==> src/rtl/adaptimer_pkg.sv <==
// Shared definitions for the adaptive-timer readout block: register map,
// AXI response codes and STATUS field positions.
package adaptimer_pkg;

    // Register selector = byte offset >> 2 (ARADDR[4:2]).
    typedef enum logic [2:0] {
        REG_TIME_LO = 3'd0,
        REG_TIME_HI = 3'd1,
        REG_CAP_LO  = 3'd2,
        REG_CAP_HI  = 3'd3,
        REG_STATUS  = 3'd4
    } reg_sel_e;

    localparam logic [1:0] RESP_OKAY   = 2'b00;
    localparam logic [1:0] RESP_SLVERR = 2'b10;

    localparam int STAT_COUNT_W   = 5;
    localparam int STAT_EMPTY_BIT = 8;
    localparam int STAT_FULL_BIT  = 9;
    localparam int STAT_OVF_BIT   = 31;

endpackage

==> src/rtl/adaptimer_readout_fifo.sv <==
// Timestamp capture FIFO: 64-bit entries, power-of-two depth, combinational head,
// simultaneous push/pop allowed when full.
module timestamp_fifo #(
    parameter int DEPTH = 4
) (
    input  logic                      clock,
    input  logic                      resetn,
    input  logic                      i_push,
    input  logic [63:0]               i_data,
    input  logic                      i_pop,
    output logic [63:0]               o_head,
    output logic                      o_full,
    output logic                      o_empty,
    output logic [$clog2(DEPTH):0]    o_count,
    output logic                      o_drop
);
    localparam int PW = $clog2(DEPTH);
    localparam int CW = PW + 1;

    logic [63:0]   r_mem [DEPTH];
    logic [PW-1:0] r_wr_ptr;
    logic [PW-1:0] r_rd_ptr;
    logic [CW-1:0] r_count;
    logic          w_push_ok;
    logic          w_pop_ok;

    assign o_full    = (r_count == CW'(DEPTH));
    assign o_empty   = (r_count == '0);
    assign o_count   = r_count;
    assign o_head    = r_mem[r_rd_ptr];
    assign w_pop_ok  = i_pop & ~o_empty;
    // A pop in the same cycle frees the slot the push needs.
    assign w_push_ok = i_push & (~o_full | w_pop_ok);
    assign o_drop    = i_push & ~w_push_ok;

    always_ff @(posedge clock) begin
        if (w_push_ok) begin
            r_mem[r_wr_ptr] <= i_data;
        end
    end

    always_ff @(posedge clock or negedge resetn) begin
        if (!resetn) begin
            r_wr_ptr <= '0;
            r_rd_ptr <= '0;
            r_count  <= '0;
        end else begin
            if (w_push_ok) begin
                r_wr_ptr <= r_wr_ptr + 1'b1;
            end
            if (w_pop_ok) begin
                r_rd_ptr <= r_rd_ptr + 1'b1;
            end
            case ({w_push_ok, w_pop_ok})
                2'b10:   r_count <= r_count + 1'b1;
                2'b01:   r_count <= r_count - 1'b1;
                default: r_count <= r_count;
            endcase
        end
    end

endmodule

==> src/rtl/adaptimer_readout.sv <==
// AXI4-Lite read-only view of the adaptive timer: coherent LO/HI timer reads
// through a shadow register, plus a FIFO of event-captured timestamps.
module adaptimer_readout #(
    parameter int FIFO_DEPTH = 4,
    parameter int ADDR_WIDTH = 5
) (
    input  logic                  clock,
    input  logic                  resetn,
    input  logic [63:0]           adaptimer,
    input  logic                  capture_trig,
    input  logic [ADDR_WIDTH-1:0] S_AXI_ARADDR,
    input  logic                  S_AXI_ARVALID,
    output logic                  S_AXI_ARREADY,
    output logic [31:0]           S_AXI_RDATA,
    output logic [1:0]            S_AXI_RRESP,
    output logic                  S_AXI_RVALID,
    input  logic                  S_AXI_RREADY
);
    import adaptimer_pkg::*;

    localparam int CW = $clog2(FIFO_DEPTH) + 1;

    logic          r_trig_d;
    logic          r_rvalid;
    logic [31:0]   r_rdata;
    logic [1:0]    r_rresp;
    logic [31:0]   r_shadow_hi;
    logic          r_overflow;

    logic          w_ar_hs;
    reg_sel_e      w_sel;
    logic          w_rise;
    logic          w_pop;
    logic          w_status_rd;
    logic [63:0]   w_head;
    logic          w_full;
    logic          w_empty;
    logic [CW-1:0] w_count;
    logic          w_drop;
    logic [31:0]   w_status;
    logic [31:0]   w_rdata;
    logic [1:0]    w_rresp;
    logic          w_unused_addr;

    assign S_AXI_ARREADY = ~r_rvalid;
    assign S_AXI_RVALID  = r_rvalid;
    assign S_AXI_RDATA   = r_rdata;
    assign S_AXI_RRESP   = r_rresp;

    assign w_ar_hs       = S_AXI_ARVALID & ~r_rvalid;
    assign w_sel         = reg_sel_e'(S_AXI_ARADDR[4:2]);
    assign w_rise        = capture_trig & ~r_trig_d;
    assign w_pop         = w_ar_hs & (w_sel == REG_CAP_HI);
    assign w_status_rd   = w_ar_hs & (w_sel == REG_STATUS);
    // Only ARADDR[4:2] participates in decode.
    assign w_unused_addr = ^S_AXI_ARADDR;

    timestamp_fifo #(
        .DEPTH (FIFO_DEPTH)
    ) u_fifo (
        .clock   (clock),
        .resetn  (resetn),
        .i_push  (w_rise),
        .i_data  (adaptimer),
        .i_pop   (w_pop),
        .o_head  (w_head),
        .o_full  (w_full),
        .o_empty (w_empty),
        .o_count (w_count),
        .o_drop  (w_drop)
    );

    always_comb begin
        w_status                       = '0;
        w_status[STAT_COUNT_W-1:0]     = STAT_COUNT_W'(w_count);
        w_status[STAT_EMPTY_BIT]       = w_empty;
        w_status[STAT_FULL_BIT]        = w_full;
        w_status[STAT_OVF_BIT]         = r_overflow;
    end

    always_comb begin
        w_rdata = '0;
        w_rresp = RESP_OKAY;
        case (w_sel)
            REG_TIME_LO: w_rdata = adaptimer[31:0];
            REG_TIME_HI: w_rdata = r_shadow_hi;
            REG_CAP_LO:  w_rdata = w_empty ? 32'd0 : w_head[31:0];
            REG_CAP_HI:  w_rdata = w_empty ? 32'd0 : w_head[63:32];
            REG_STATUS:  w_rdata = w_status;
            default:     w_rresp = RESP_SLVERR;
        endcase
    end

    always_ff @(posedge clock or negedge resetn) begin
        if (!resetn) begin
            r_trig_d    <= 1'b0;
            r_rvalid    <= 1'b0;
            r_rdata     <= '0;
            r_rresp     <= RESP_OKAY;
            r_shadow_hi <= '0;
            r_overflow  <= 1'b0;
        end else begin
            r_trig_d   <= capture_trig;
            // A drop in the same cycle as a STATUS read wins over the clear.
            r_overflow <= w_drop | (r_overflow & ~w_status_rd);
            if (w_ar_hs) begin
                r_rvalid <= 1'b1;
                r_rdata  <= w_rdata;
                r_rresp  <= w_rresp;
                if (w_sel == REG_TIME_LO) begin
                    r_shadow_hi <= adaptimer[63:32];
                end
            end else if (S_AXI_RREADY) begin
                r_rvalid <= 1'b0;
            end
        end
    end

endmodule

==> config.mk <==
export PLATFORM = sky130hd
export DESIGN_NAME = adaptimer_readout
export DESIGN_NICKNAME = d
export VERILOG_FILES = /design/src/rtl/adaptimer_pkg.sv /design/src/rtl/adaptimer_readout_fifo.sv /design/src/rtl/adaptimer_readout.sv
export SDC_FILE = /design/constraint.sdc
export NUM_CORES = 1
export LEC_CHECK = 0
export BUFFER_PORTS_ARGS = -buffer_cell sky130_fd_sc_hd__buf_2
export CORE_ASPECT_RATIO = 0.5
export CORE_MARGIN = 8
export CORE_UTILIZATION = 50
export DETAILED_ROUTE_END_ITERATION = 10
export PLACE_DENSITY = 0.78
export SYNTH_ARGS = -nofsm -noshare
export SYNTH_HDL_FRONTEND = slang
export SYNTH_SLANG_ARGS = --single-unit
==> constraint.sdc <==
create_clock -name clock -period 4 [get_ports clock]
set_input_delay 0.2 -clock clock [delete_from_list [all_inputs] [get_ports clock]]
set_output_delay 0.2 -clock clock [all_outputs]
set_load 0.01 [all_outputs]
==> out/summary.txt <==
Clk pin slew, worst setup/hold paths: 0.06 ns
Iter 0 DRT Violations: 712
WHS Path Cells: 4
Largest cells by area after synthesis: edfxtp_1 59%, dfrtp_1 14%, mux4_2 11%, mux2_2 5.2%, a222oi_1 2.0%
DRC: 0
Fmax: 375 MHz
WS Path Type: flip-flop to flip-flop
Synthesized cell area: 13100 um2
Nets: 930
CP Max Fanout: 33
Overflow after GRT: 0
R2r worst-path depth: 5
First-pass GRT wire length: 44500 um
Port bufs: 106
Synth unique cells: 50
Worst R2R Setup Slack: 1.33 ns
Layout cell share with drive strength beyond 1: 34.6%
CTS tree: built
Detailed Route WL: 28700 um
Overall Global Routing Usage: 18.1%
WL/cell: 23.4 um
Top-count cell post-synth: edfxtp_1
Post-synth EDFFs: 256
Metal-1 WL: 13300 um
Setup violators final: 0
Met2 WL: 13300 um
DR WL met3: 1570 um
Slew headroom: 28.1%
Seq. cell area: 9570 um2
Row count: 42
Sequential cell area fraction in the yosys report: 73.1%
Routability congestion estimate: 0.781
Worst slack at placement: 1.30 ns
Worst setup margin: 1.33 ns
Worst vdd ir: 0.326 mV
Clock skew: 0.0239 ns
Period utilization: 66.7%
Ys async rst share: 22.7%
CTS max path bufs: 3
Vias: 7010
HPWL Detailed: 16900 um
Core Footprint: 26100 um2
Min-Delay Path Class: input pin to flip-flop
Synth warn: 0
CP startpoint kind: flip-flop
Slew at the pin closest to its max-slew limit: 1.08 ns
Power per cell area: 596 nW/um2
Syn Inst Count: 668
RSZ-0062 raised after global routing: false
Antenna violations before repair: 2
Footprint of the multi-input gates: 3190 um2
Die X-Extent: 245 um
Highest Signal Layer: met5
Register bit total from synthesis: 331
Clk_lat worst skew: 0.57 ns
Synth top cells by count: 256 x edfxtp_1, 75 x dfrtp_1, 64 x mux4_2
Fill count: 1915
Status: finished, final reports clean
Drt via density: 5.72
Leakage: 5.71 nW
Largest net degree at the start of global routing: 47
Die ar.: 31900 um2
Synth area leader: edfxtp_1
Clock sink count: 331
Ys flop type: edfxtp_1
CP arrival: 2.92 ns
Die Y: 130 um
Setup tns final: 0 ns
H-tree depth: 1
CTS buffer count: 29
Count of final hold-check violations: 0
Top cell type's share of synthesized area: 58.7%
Postcts setup bufs: 0
Diode count: 0
First-pass DRT Iterations: 5
Vias in the first global route: 7375
Top Ports: 110
Fin. max-slew vios: 0
Required time worst endpoint: 4.25 ns
Post-DRT Antenna Nets: 0
Initial Util: 50.2%
Fin crit period: 2.67 ns
Clock Tree Root: clkbuf_16
Syn Area/Cell: 19.6 um2
Max-cap viol count: 0
Crit end category: flip-flop
CTS Hold Bufs: 67
Layout area overhead: 19.5%
Post-Syn Nets: 747
Post-CTS sizing: 0
[worst paths after layout]
kind / to / startpoint
worst max-delay path: u_fifo.r_mem[0][13]$_DFFE_PP_ / S_AXI_RVALID$_DFFE_PN0P_
worst min-delay path: r_overflow$_DFF_PN0_ / S_AXI_ARADDR[4]
worst max register to register: u_fifo.r_mem[0][13]$_DFFE_PP_ / S_AXI_RVALID$_DFFE_PN0P_
worst min register to register: r_shadow_hi[11]$_DFFE_PN0P_ / r_shadow_hi[11]$_DFFE_PN0P_
max in group asynchronous: u_fifo.r_rd_ptr[1]$_DFFE_PN0P_ / resetn
min in group asynchronous: r_shadow_hi[17]$_DFFE_PN0P_ / resetn
[layout by cell type, fill, tap and decap left out, types with 17 or more instances in the layout]
cell	count
a222oi_1	26
buf_2	105
clkbuf_16	29
dfrtp_1	73
dlygate4sd3_1	67
edfxtp_1	256
inv_1	37
mux2_2	61
mux4_2	64
o21ai_0	17
[worst max-delay path, cell delays in order (launching register included)]
cell	delay [ns]
dfrtp_1	0.42
nor3b_2	0.25
nand3_2	0.17
a31oi_1	0.57
and2_4	0.63
buf_12	0.31
[per-stage QoR]
stage               total power [mW]  hold WS, ns  utilization (%)  cells  instance area [um2]
finish                          9.33        0.109             60.0   1226                15600
floorplan                       6.01      -0.0956                -    668                13100
global route                    9.74        0.146             60.0   1226                15600
detailed placement              6.68        0.285             54.0   1105                14100
CTS                             9.41       0.0748             60.0   1226                15600
global placement                6.61        0.271             54.0   1105                14100
[registers in the layout (all words and copies together), names as in the netlist]
name / cells
r_trig_d: 1
r_overflow: 1
u_fifo.r_rd_ptr: 2
u_fifo.r_mem: 256
u_fifo.o_count: 3
r_shadow_hi: 32
u_fifo.r_wr_ptr: 2
S_AXI_RVALID: 1
S_AXI_RRESP: 1
S_AXI_RDATA: 32
[layer usage]
| layer | global-route usage [%] | vias up |
|---|---|---|
| met2 | 28.6 | 218 |
| met1 | 26.5 | 3683 |
| met5 | 0 | - |
| li1 | - | 3070 |
| met4 | 3.49 | 4 |
| met3 | 3.33 | 35 |
[kinds of logic after synthesis]
kind of cell,count (synthesis),synth area share [%]
muxes,130,16.6
DFF,331,73.1
adders and majority gates,5,0.535
buffers and inverters,74,2.69
other,1,0.0287
and+or+nand+nor,41,2.01
AOI/OAI and AO/OA,81,4.69
xor gates and xnor gates,5,0.335
[power breakdown]
group | internal (mW) | switching [mW]
Combinational | 1.09 | 0.991
Clock | 1.51 | 1.18
Sequential | 4.24 | 0.324
Total | 6.83 | 2.49
[cell type report]
cell class              count  area share (%)
clock buffers              49            5.44
clock inverters             5           0.360
inverters                  37           0.888
multi-input cells         263            20.4
flip-flops and latches    331            61.2
well taps                 352            2.82
repair buffers            189            8.94
Note: power is estimated with default switching activity, not from simulation.
